### src/rtl/seq_divider.sv
// Iterative unsigned restoring divider: one quotient bit per clock with a
// start/busy/done handshake; divide-by-zero resolves in a single cycle.
module seq_divider #(
    parameter int WIDTH = 4
) (
    input  logic             clk,
    input  logic             rst_n,
    input  logic             start,
    input  logic [WIDTH-1:0] dividend,
    input  logic [WIDTH-1:0] divisor,
    output logic             busy,
    output logic             done,
    output logic [WIDTH-1:0] quotient,
    output logic [WIDTH-1:0] remainder,
    output logic             dbz
);

    localparam int CW = (WIDTH > 2) ? $clog2(WIDTH) : 1;

    typedef enum logic [1:0] {
        IDLE,
        CALC,
        DONE
    } state_t;

    state_t           state;
    logic [WIDTH-1:0] r;
    logic [WIDTH-1:0] q;
    logic [WIDTH-1:0] d;
    logic [CW-1:0]    count;

    logic [WIDTH:0]   t;
    logic             ge;
    logic [WIDTH-1:0] r_next;
    logic [WIDTH-1:0] q_next;

    // The stored partial remainder is always < divisor, so its top bit is
    // provably zero; only the shifted trial value needs the extra bit.
    always_comb begin
        t      = {r, q[WIDTH-1]};
        ge     = (t >= {1'b0, d});
        r_next = ge ? WIDTH'(t - {1'b0, d}) : t[WIDTH-1:0];
        q_next = {q[WIDTH-2:0], ge};
    end

    always_ff @(posedge clk or negedge rst_n) begin
        if (!rst_n) begin
            state     <= IDLE;
            busy      <= 1'b0;
            done      <= 1'b0;
            quotient  <= '0;
            remainder <= '0;
            dbz       <= 1'b0;
            r         <= '0;
            q         <= '0;
            d         <= '0;
            count     <= '0;
        end else begin
            case (state)
                IDLE, DONE: begin
                    state <= IDLE;
                    busy  <= 1'b0;
                    done  <= 1'b0;
                    if (start) begin
                        if (divisor == '0) begin
                            state     <= DONE;
                            done      <= 1'b1;
                            quotient  <= '1;
                            remainder <= dividend;
                            dbz       <= 1'b1;
                        end else begin
                            state <= CALC;
                            busy  <= 1'b1;
                            r     <= '0;
                            q     <= dividend;
                            d     <= divisor;
                            count <= '0;
                        end
                    end
                end
                CALC: begin
                    r     <= r_next;
                    q     <= q_next;
                    count <= count + CW'(1);
                    if (count == CW'(WIDTH - 1)) begin
                        state     <= DONE;
                        busy      <= 1'b0;
                        done      <= 1'b1;
                        quotient  <= q_next;
                        remainder <= r_next;
                        dbz       <= 1'b0;
                    end
                end
                default: begin
                    state <= IDLE;
                    busy  <= 1'b0;
                    done  <= 1'b0;
                end
            endcase
        end
    end

endmodule

### config.mk
export PLATFORM = sky130hd
export DESIGN_NAME = seq_divider
export DESIGN_NICKNAME = d
export VERILOG_FILES = /design/src/rtl/seq_divider.sv
export SDC_FILE = /design/constraint.sdc
export NUM_CORES = 1
export LEC_CHECK = 0
export BUFFER_PORTS_ARGS = -buffer_cell sky130_fd_sc_hd__clkbuf_2
export CELL_PAD_IN_SITES_DETAIL_PLACEMENT = 0
export CELL_PAD_IN_SITES_GLOBAL_PLACEMENT = 1
export CORE_AREA = 2 2 76 78
export CTS_BUF_LIST = sky130_fd_sc_hd__clkbuf_16
export CTS_CLUSTER_DIAMETER = 100
export CTS_CLUSTER_SIZE = 30
export DETAILED_ROUTE_END_ITERATION = 8
export DIE_AREA = 0 0 78 80
export GPL_ROUTABILITY_DRIVEN = 0
export PLACE_DENSITY = 0.46
export SLEW_MARGIN = 25
export SYNTH_ARGS = -nofsm -noshare
export SYNTH_HDL_FRONTEND = slang
export SYNTH_SLANG_ARGS = --single-unit
### constraint.sdc
create_clock -name clk -period 2.25 [get_ports clk]
set_input_delay 0.45 -clock clk [delete_from_list [all_inputs] [get_ports clk]]
set_output_delay 0.45 -clock clk [all_outputs]
set_load 0.01 [all_outputs]
# Word-level counts from Yosys, hierarchy flattened
# Cells that the tools add are included.
# word_totals
word_cells	61
in_bits	11
regBits	27
# classes
n_eq_ne	7
n_mux	33
reduce_logical	7
bitwise	1
order_cmp	1
n_addsub	2
# ops
operator	count
4-bit two-way mux	11
4-bit case mux with 2 select lines	4
2-bit two-way mux	5
1-bit two-way mux	8
2-bit inequality test, second input constant	4
2-bit case mux with 2 select lines	2
1-bit case mux with 2 select lines	3
3-bit AND reduction	2
5-bit by 4-bit greater-or-equal comparator with 1-bit output	1
2-bit == test, second input constant	2
4-bit logical NOT	1
4-bit AND reduction	1
4-bit subtractor	1
2-bit by 1-bit adder with 2-bit output, second input constant	1
2-bit by 1-bit == test with 1-bit output, second input constant	1
2-bit logical NOT	1
2-bit nonzero test	1
2-bit OR reduction	1
1-bit NOT	1

# Logic depth before layout (Yosys ltp)
# Gate-level depths: netlist of run 1.
# logic_depth
word_depth	4
ltp_mapped	8

# Worst setup path before layout of run 1
# OpenSTA, ideal clock, no wires.
# synth_path
path_type	reg2reg
start	reg r[0]
end	reg remainder[1]
arrival_time_ns	1.714
required_ns	2.168
path_slack_ns	0.455
setup_ns	0.082
stages_incl_launch_ff	7
path_cell_list	dfrtp_1 -> ha_1 -> nor2b_4 -> o31a_1 -> nor2_2 -> mux2_2 -> a31oi_1
# synth_via
elab_chain_len	4
word_cells_on_any_way	5
cone_classes	add/sub (1); order compare (1); mux (3)
# synth_rtl
item	line	rtl
from (decl)	27	logic [WIDTH-1:0] r;
from (signal assigned)	82	r <= r_next;
4-bit subtractor / 5-bit by 4-bit greater-or-equal comparator with 1-bit output (equally long branches)	42, 41	
4-bit two-way mux *	42	r_next = ge ? WIDTH'(t - {1'b0, d}) : t[WIDTH-1:0];
4-bit two-way mux *	85	if (count == CW'(WIDTH - 1)) begin
4-bit case mux with 2 select lines *	59	case (state)
to (signal assigned)	69	remainder <= dividend;
to (signal assigned)	90	remainder <= r_next;
to (decl)	14	output logic [WIDTH-1:0] remainder,
# Every way passes the cells marked *; elsewhere a longest branch is shown, timed or not. The select of a mux whose other input is x is not followed.
# A chain may end at the register's enable or synchronous reset.

# Worst setup path after layout of run 1
# Ends and elaborated chain as after synthesis.

==> results.json, run 1 <==
{
  "outcome": "completed",
  "fin_nets": 171,
  "path_class": "reg2reg",
  "final_core_util_pct": 28.9,
  "dr.pass1.iters": 4,
  "route.detailed.drc": 0,
  "drive_above_1_share_pct": 23.5,
  "netlist.area_leader.share_pct": 49.8,
  "ys.flop_type": "dfrtp_1",
  "r2r-start": "r[0]",
  "clock-sinks": 26,
  "rsz0062_at_grt": "false",
  "cap_violations": 0,
  "ys_async_sr_fraction_pct": 100,
  "synth_seq_cells": 26,
  "cp-start-kind": "register",
  "antenna_found_initial": 0,
  "die_w_um": 78,
  "synth.avg_cell_area_um2": 10.1,
  "ir_worst_vdd_mv": 0.469,
  "io_pins": 22,
  "cts_buffers": 3,
  "post_cts_resized": 0,
  "fin_skew_ns": 0.00140,
  "clockPowerShare_pct": 16.1,
  "synthTopCellsByArea": "dfrtp_1 50%, nand2_1 8.0%, ha_1 4.8%",
  "clk_latency_ns": 0.26,
  "die_height_um": 80,
  "p_sw_mw": 0.993,
  "hold_violations": 0,
  "finalSetupViolCount": 0,
  "initial_utilization_pct": 24.2,
  "r2r_cells": 6,
  "seq_power_share_pct": 33.8,
  "avgViaCountPerCell": 4.39,
  "maxSlewHeadroom_pct": 56.3,
  "antennaDiodeCount": 0,
  "cts-root-buf": "clkbuf_16",
  "cts_hold_buf": 0,
  "drv_slew": 0,
  "fill_cells": 591,
  "dp_hpwl_um": 2330,
  "r2r_slack_ns": 0.34,
  "final.setup.tns_ns": 0,
  "clk_pin_slew_worst_paths_ns": 0.06,
  "syn_to_final_growth_pct": 19.4,
  "wirelength_um": 2960,
  "yosysMostFrequentCell": "nand2_1",
  "yosysUniqueCellTypes": 35,
  "rows": 27,
  "hold_path.class": "in2async",
  "cp-end-kind": "register",
  "cp.required_ns": 2.43,
  "reg2reg_to": "remainder[1]",
  "placed_area_mm2": 0.00148,
  "fmax_mhz": 524,
  "grt_overflow": 0,
  "final_antenna_net_count": 0,
  "power_density_mw_per_mm2": 1580,
  "final_area_mm2": 0.00156,
  "cts_max_level": 1,
  "dieArea_mm2": 0.00624,
  "total_power_mw": 2.46,
  "synth_fp_nets": 147,
  "netlist_area_mm2": 0.00131,
  "grt_usage_pct": 11.0,
  "synth.largest_area_cell": "dfrtp_1",
  "grt_pass1_vias": 1056,
  "p_int_mw": 1.47,
  "cp_max_fo": 4,
  "grt_pass1_wl_um": 5180,
  "grt_max_degree": 27,
  "synth-edff-count": 0,
  "drtIter0Drc": 42,
  "worst_pin_slew_ns": 0.655,
  "yosysWarnings": 0,
  "min_period_ns": 1.91,
  "power_leakage_nw": 0.721,
  "routedWlPerCell_um": 13.2,
  "portBuffers": 21,
  "worstPathArrival_ns": 2.09,
  "combPwrFrac_pct": 50.1,
  "p_sw_share_pct": 40.4,
  "coreArea_mm2": 0.00541,
  "cts_setup_buffers": 0,
  "cts_tree": "done",
  "synth_common_cells": "28 x nand2_1, 26 x dfrtp_1, 8 x nor2_1",
  "clockBufferDepth": 2,
  "fin_crit_sh_pct": 84.9,
  "via_count": 988,
  "ys_seq_area_share_pct": 49.8,
  "synthCells": 130
}
-- cell type report --
cell class                 instances  area, µm²  area share, %
clock buffer                       3       75.1           4.81
inverter                           5       18.8           1.20
multi-input combinational         94        596           38.1
timing repair buffer              24        128           8.17
clock inverter                     1       3.75          0.240
tap                               72       90.1           5.77
sequential                        26        651           41.7
-- power groups by stage --
stage / logic (mW) / clock network, mW / registers [mW]
floorplan: 0.917 / 0 / 0.846
global placement: 1.26 / 0 / 0.841
detailed placement: 1.25 / 0 / 0.843
CTS: 1.26 / 0.415 / 0.836
global route: 1.42 / 0.438 / 0.868
finish: 1.23 / 0.395 / 0.833
-- placed cells by master (no fill, tap or decap) --
cell / count
o22ai_1: 1
o21ai_1: 3
dfrtp_1: 26
clkinv_1: 1
a21oi_1: 6
nor4_4: 1
a31oi_1: 2
inv_1: 5
o21a_1: 2
nor2b_4: 1
ha_1: 5
nand2b_1: 2
o21ai_0: 7
or3_1: 2
nor2b_1: 2
nand2_2: 2
clkbuf_2: 21
nor4b_1: 1
mux2_2: 1
nor2_1: 8
mux2_4: 1
o31a_1: 1
a21o_1: 1
nand2_1: 28
o22a_1: 1
mux2i_1: 5
nand4_1: 1
buf_4: 3
nor3_1: 1
fa_1: 1
xor2_1: 1
clkbuf_16: 3
a41oi_2: 1
nor2_2: 2
nand3_1: 4
-- metal layers --
metal,vias up,track usage [%],part of all wire (%)
li1,491,-,-
met1,472,14.8,50
met2,20,17.4,44
met3,5,1.81,4.2
met4,0,4.74,1.8
met5,-,0,0
-- registers in the layout, indices dropped and copies added, names as in the netlist, 2 cells and up --
name       flops
count          2
d              4
q              4
quotient       4
r              4
remainder      4
-- worst max-delay path: stages, from the launching register on --
cell	delay, ns
dfrtp_1	0.43
ha_1	0.33
nor2b_4	0.13
o31a_1	0.27
nor2_2	0.17
mux2_2	0.37
a31oi_1	0.12
-- cell families (layout without fill, tap and decap cells) --
group                    Yosys count  after routing  synth area share (%)
AO/OA/AOI/OAI                     25             25                  11.9
XOR/XNOR                           1              1                 0.670
adder cells (fa/ha/maj)            6              6                  6.32
buffers and inverters             10             33                  4.69
flip-flops                        26             26                  49.8
multiplexers                       7              7                  5.84
AND/OR/NAND/NOR                   55             55                  20.9
-- stage by stage --
stage,worst slack (ns),cells,hold WS [ns]
after global routing,0.202,225,0.269
after CTS,0.328,225,0.244
final,0.340,225,0.205
after detailed placement,0.342,221,0.470
after global placement,0.385,221,0.460
after floorplan,0.455,130,0.154
-- worst max-delay path by stage --
stage | start | endpoint | slack (ns) | depth (start not counted)
floorplan | r[0] | remainder[1] | 0.45 | 6
global placement | r[0] | remainder[1] | 0.39 | 6
detailed placement | r[0] | remainder[1] | 0.34 | 6
CTS | r[0] | remainder[1] | 0.33 | 6
global route | r[0] | remainder[1] | 0.20 | 6
finish | r[0] | remainder[1] | 0.34 | 6
(Power assumes the default switching activity.)
==> inputs of run 2 (changes only) <==
--- a/config.mk
+++ b/config.mk
@@ -5,17 +5,18 @@
 export SDC_FILE = /design/constraint.sdc
 export NUM_CORES = 1
 export LEC_CHECK = 0
+export ABC_AREA = 1
 export BUFFER_PORTS_ARGS = -buffer_cell sky130_fd_sc_hd__clkbuf_2
 export CELL_PAD_IN_SITES_DETAIL_PLACEMENT = 0
 export CELL_PAD_IN_SITES_GLOBAL_PLACEMENT = 1
-export CORE_AREA = 2 2 76 78
+export CORE_AREA = 2 2 80 82
 export CTS_BUF_LIST = sky130_fd_sc_hd__clkbuf_16
 export CTS_CLUSTER_DIAMETER = 100
 export CTS_CLUSTER_SIZE = 30
 export DETAILED_ROUTE_END_ITERATION = 8
-export DIE_AREA = 0 0 78 80
+export DIE_AREA = 0 0 82 84
 export GPL_ROUTABILITY_DRIVEN = 0
-export PLACE_DENSITY = 0.46
+export PLACE_DENSITY = 0.47
 export SLEW_MARGIN = 25
 export SYNTH_ARGS = -nofsm -noshare
 export SYNTH_HDL_FRONTEND = slang
==> constraint.sdc (replaced) <==
create_clock -name clk -period 1.9 [get_ports clk]
set_input_delay 0.38 -clock clk [delete_from_list [all_inputs] [get_ports clk]]
set_output_delay 0.38 -clock clk [all_outputs]
set_load 0.01 [all_outputs]
==> run 2 against run 1 <==
Compared with the run above:
- design area up 8.6%
- clock-buffer cell count unchanged
- final cell count up 14%
- critical path depth up 3
- first-iteration DRC count up 4.8%
- highest routed layer unchanged
==> results.json, run 2 <==
{
  "reg2reg_to": "remainder[2]",
  "die_w_um": 82,
  "fin_nets": 199,
  "min_period_ns": 1.62,
  "drv_slew": 0,
  "avgViaCountPerCell": 4.33,
  "finalNonFillerCells": 257,
  "yosysUniqueCellTypes": 25,
  "clk_latency_ns": 0.26,
  "drive_above_1_share_pct": 26.7,
  "ys_seq_area_share_pct": 44.8,
  "final_antenna_net_count": 0,
  "grt_overflow": 0,
  "cp-start-kind": "register",
  "worst_pin_slew_ns": 0.714,
  "drtIter0Drc": 44,
  "synth_seq_cells": 26,
  "cp_max_fo": 2,
  "hold_violations": 0,
  "coreArea_mm2": 0.00610,
  "r2r-start": "q[3]",
  "fin_skew_ns": 0.00202,
  "synth_common_cells": "26 x dfrtp_1, 24 x inv_1, 19 x nand3_1",
  "dp_hpwl_um": 2460,
  "synth_fp_nets": 176,
  "cp_slowest_cell": "dfrtp_1",
  "r2r_cells": 9,
  "maxSlewHeadroom_pct": 52.4,
  "cts_setup_buffers": 0,
  "dp.cells": 254,
  "multi_input_area_um2": 671,
  "cts_buffers": 3,
  "dieArea_mm2": 0.00689,
  "post_cts_resized": 0,
  "cts_max_level": 1,
  "dr.pass1.iters": 2,
  "cts_hold_buf": 0,
  "netlist.area_leader.share_pct": 44.8,
  "outcome": "completed",
  "cpPeakStageDelay_ns": 0.38,
  "regArea_um2": 651,
  "cp.required_ns": 2.06,
  "cts-root-buf": "clkbuf_16",
  "synthCells": 159,
  "cp-end-kind": "register",
  "worst_path_most_repeated_cell": "inv_1",
  "die_height_um": 84,
  "hold-worst-slack_ns": 0.160,
  "fill_cells": 679,
  "hold_path.class": "in2async",
  "fmax_mhz": 616,
  "clock-sinks": 26,
  "rsz0062_at_grt": "false",
  "synth.avg_cell_area_um2": 9.14,
  "route.detailed.drc": 0,
  "power_density_mw_per_mm2": 1880,
  "final.setup.tns_ns": 0,
  "synth-edff-count": 0,
  "most-common-layout-cells": "26 x dfrtp_1, 24 x inv_1, 21 x clkbuf_2",
  "grt_pass1_wl_um": 5680,
  "antennaDiodeCount": 0,
  "grt_max_degree": 27,
  "netlist_area_mm2": 0.00145,
  "setup.worst_path.start": "q[3]",
  "rows": 29,
  "portBuffers": 21,
  "antenna_found_initial": 0,
  "ys.flop_type": "dfrtp_1",
  "syn_to_final_growth_pct": 16.7,
  "cap_violations": 0,
  "final_core_util_pct": 27.8,
  "clockBufferDepth": 2,
  "power_leakage_nw": 0.851,
  "worstPathArrival_ns": 1.78,
  "cts_tree": "done",
  "yosysMostFrequentCell": "dfrtp_1",
  "initial_utilization_pct": 23.8,
  "io_pins": 22,
  "ir_worst_vdd_mv": 0.622,
  "grt_pass1_vias": 1178,
  "r2r_slack_ns": 0.28,
  "synthTopCellsByArea": "dfrtp_1 45%, nand3_1 6.5%, inv_1 6.2%",
  "path_class": "reg2reg",
  "fin_crit_sh_pct": 85.5,
  "final_common_cell": "dfrtp_1",
  "wirelength_um": 3250,
  "finalSetupViolCount": 0,
  "via_count": 1113,
  "yosysWarnings": 0,
  "clk_pin_slew_worst_paths_ns": 0.07,
  "ys_async_sr_fraction_pct": 100,
  "grt_usage_pct": 10.6,
  "cp_cell_sequence": "inv_1 > ha_1 > inv_1 > fa_1 > xor2_1 > nand3_1 > nand3_1 > nand2_1 > inv_1",
  "synth.largest_area_cell": "dfrtp_1",
  "routedWlPerCell_um": 12.6
}
==> run 2: per-layer routing <==
metal  GRT usage [%]  up-vias  routed length [µm]  part of all wire [%]
li1                -      558                   -                     -
met1            14.1      548                1530                    47
met2            18.0        5                1670                    51
met3            1.30        2                  30                  0.92
met4            2.27        0                  15                  0.46
met5               0        -                   0                     0
==> run 2: worst max-delay path by stage <==
stage | slack, ns | cells after the start | end
finish | 0.28 | 9 | remainder[2]
global placement | 0.23 | 9 | remainder[2]
floorplan | 0.41 | 9 | remainder[2]
global route | 0.12 | 9 | remainder[2]
CTS | 0.26 | 9 | remainder[2]
detailed placement | 0.27 | 9 | remainder[2]
==> run 2: area by class of cell <==
cell class / instances / area share, %
Multi-Input combinational cell: 104 / 39.6
Sequential cell: 26 / 38.4
Timing Repair Buffer: 21 / 6.20
Inverter: 26 / 5.76
Tap cell: 77 / 5.68
Clock buffer: 3 / 4.43
==> run 2: worst max-delay path, delay by kind of cell, from the launching register on <==
| kind | cells | cell delay (ns) |
|---|---|---|
| buffers and inverters | 3 | 0.19 |
| xor gates and xnor gates | 1 | 0.17 |
| adders and majority gates | 2 | 0.51 |
| DFF | 1 | 0.38 |
| and+or+nand+nor | 3 | 0.27 |
==> run 2: cell families after synthesis <==
group | after synthesis | share of synthesized area, %
DFF | 26 | 44.8
buffers and inverters | 29 | 9.04
AOI/OAI and AO/OA | 23 | 8.44
adders and majority gates | 6 | 5.68
xor gates and xnor gates | 1 | 0.603
and+or+nand+nor | 74 | 31.4
==> run 2: power by group <==
group	switching, mW	total, mW	internal (mW)
Combinational	1.10	1.74	0.642
Sequential	0.145	0.963	0.819
Clock	0.193	0.473	0.279
Total	1.44	3.18	1.74
==> run 2: through the flow <==
step                total power, mW  setup slack, ns  instance area (µm²)
CTS                            3.24            0.256                 1700
floorplan                      2.37            0.414                 1450
global placement               2.74            0.227                 1620
detailed placement             2.75            0.270                 1620
finish                         3.18            0.276                 1700
global route                   3.50            0.120                 1700
==> inputs of run 3 (changes only) <==
--- a/config.mk
+++ b/config.mk
@@ -16,6 +16,7 @@
 export DETAILED_ROUTE_END_ITERATION = 8
 export DIE_AREA = 0 0 82 84
 export GPL_ROUTABILITY_DRIVEN = 0
+export GPL_TIMING_DRIVEN = 0
 export PLACE_DENSITY = 0.47
 export SLEW_MARGIN = 25
 export SYNTH_ARGS = -nofsm -noshare
==> run 3 against run 2 <==
Compared with the run above:
- combinational power up 5%
- sequential power about the same
- utilization up 0.55 points
- clock skew up 0.0012 ns
- largest cell class unchanged
==> results.json, run 3 (same netlist as run 2, synthesis figures left out) <==
{
  "fin_crit_sh_pct": 86.7,
  "r2r-start": "r[1]",
  "die_height_um": 84,
  "placed_area_mm2": 0.00165,
  "cp-start-kind": "register",
  "io_pins": 22,
  "placement.setup.worst_slack_ns": 0.250,
  "most-common-layout-cells": "26 x dfrtp_1, 24 x inv_1, 21 x clkbuf_2",
  "global_route.peak_usage_layer": "met2",
  "outcome": "completed",
  "cap_violations": 0,
  "syn_to_final_growth_pct": 19.0,
  "clk_latency_ns": 0.26,
  "route.detailed.drc": 0,
  "met1_usage_pct": 13.9,
  "grt_overflow": 0,
  "clockBufferDepth": 2,
  "power_leakage_nw": 0.869,
  "min_period_ns": 1.65,
  "portBuffers": 21,
  "grt_usage_pct": 10.8,
  "dp_hpwl_um": 2480,
  "cp.required_ns": 2.06,
  "dr.pass1.iters": 4,
  "worst_pin_slew_ns": 0.695,
  "cp-endpoint": "remainder[2]",
  "final_common_cell": "dfrtp_1",
  "reg2reg_to": "remainder[2]",
  "grt_max_degree": 27,
  "wirelength_um": 3250,
  "path_class": "reg2reg",
  "cts_setup_buffers": 0,
  "cts_tree": "done",
  "postLayoutSetupSlackWorst_ns": 0.253,
  "rows": 29,
  "hold_violations": 0,
  "hold_path.class": "in2async",
  "fin_nets": 202,
  "combPwrFrac_pct": 56.2,
  "total_power_mw": 3.25,
  "met3_usage_pct": 1.73,
  "die_w_um": 82,
  "drv_slew": 0,
  "ir_worst_vdd_mv": 0.616,
  "fin_skew_ns": 0.00326,
  "antenna_found_initial": 0,
  "cts_max_level": 1,
  "clock-sinks": 26,
  "fmax_mhz": 607,
  "final.setup.tns_ns": 0,
  "setup.worst_path.start": "r[1]",
  "post_cts_resized": 0,
  "via_count": 1103,
  "antennaDiodeCount": 0,
  "power_density_mw_per_mm2": 1880,
  "cp-end-kind": "register",
  "r2r_slack_ns": 0.25,
  "p_int_mw": 1.80,
  "finalNonFillerCells": 260,
  "seq_power_share_pct": 29.6,
  "cts-root-buf": "clkbuf_16",
  "avgViaCountPerCell": 4.24,
  "met2_usage_pct": 18.0,
  "p_sw_mw": 1.45,
  "final_antenna_net_count": 0,
  "r2r_cells": 9,
  "cp_max_fo": 6,
  "maxSlewHeadroom_pct": 53.7,
  "coreArea_mm2": 0.00610,
  "worstPathArrival_ns": 1.80,
  "final_area_mm2": 0.00173,
  "final_core_util_pct": 28.4,
  "drive_above_1_share_pct": 27.9,
  "finalSetupViolCount": 0,
  "grt_pass1_vias": 1157,
  "clk_pin_slew_worst_paths_ns": 0.06,
  "drtIter0Drc": 49,
  "hold-worst-slack_ns": 0.156,
  "initial_utilization_pct": 23.8,
  "routedWlPerCell_um": 12.5,
  "rsz0062_at_grt": "false",
  "clockPowerShare_pct": 14.2,
  "cts_buffers": 3,
  "dp.cells": 257,
  "grt_pass1_wl_um": 5620,
  "dieArea_mm2": 0.00689,
  "cts_hold_buf": 0,
  "p_sw_share_pct": 44.5
}
==> run 3: layer usage <==
metal	vias to the layer above	share of wire, %
li1	569	-
met1	527	46
met2	5	52
met3	2	1.4
met4	0	0.95
met5	-	0
==> run 3: area by class of cell <==
type	instances	area (µm²)
fillers	673	4370
multi-input cells	104	671
flip-flops and latches	26	651
repair buffers	21	105
inverters	26	97.6
well taps	77	96.3
clock buffers	3	75.1
plain buffers	3	33.8
==> run 3: worst max-delay path: stages, from the launching register on <==
cell and delay, ns:
dfrtp_1 0.41, ha_1 0.39, a21oi_2 0.19, nand2_2 0.08
nand2_4 0.10, nand2_4 0.07, nand3_1 0.10, nand3_1 0.09
nand2_1 0.07, inv_1 0.04
==> run 3: worst min path at each step <==
| stage | from | endpoint | slack [ns] | cells after the start |
|---|---|---|---|---|
| floorplan | rst_n | busy | 0.08 | 0 |
| global placement | rst_n | remainder[1] | 0.46 | 1 |
| detailed placement | rst_n | remainder[1] | 0.47 | 1 |
| CTS | rst_n | remainder[1] | 0.19 | 1 |
| global route | rst_n | remainder[1] | 0.22 | 1 |
| finish | rst_n | remainder[1] | 0.16 | 1 |
==> run 3: power by group through the flow <==
| stage | Combinational, mW | Sequential, mW | Clock, mW |
|---|---|---|---|
| after floorplan | 1.37 | 1.00 | 0 |
| after global placement | 1.85 | 0.969 | 0 |
| after detailed placement | 1.86 | 0.973 | 0 |
| after CTS | 1.87 | 0.963 | 0.484 |
| after global routing | 2.07 | 0.992 | 0.508 |
| final | 1.83 | 0.962 | 0.462 |
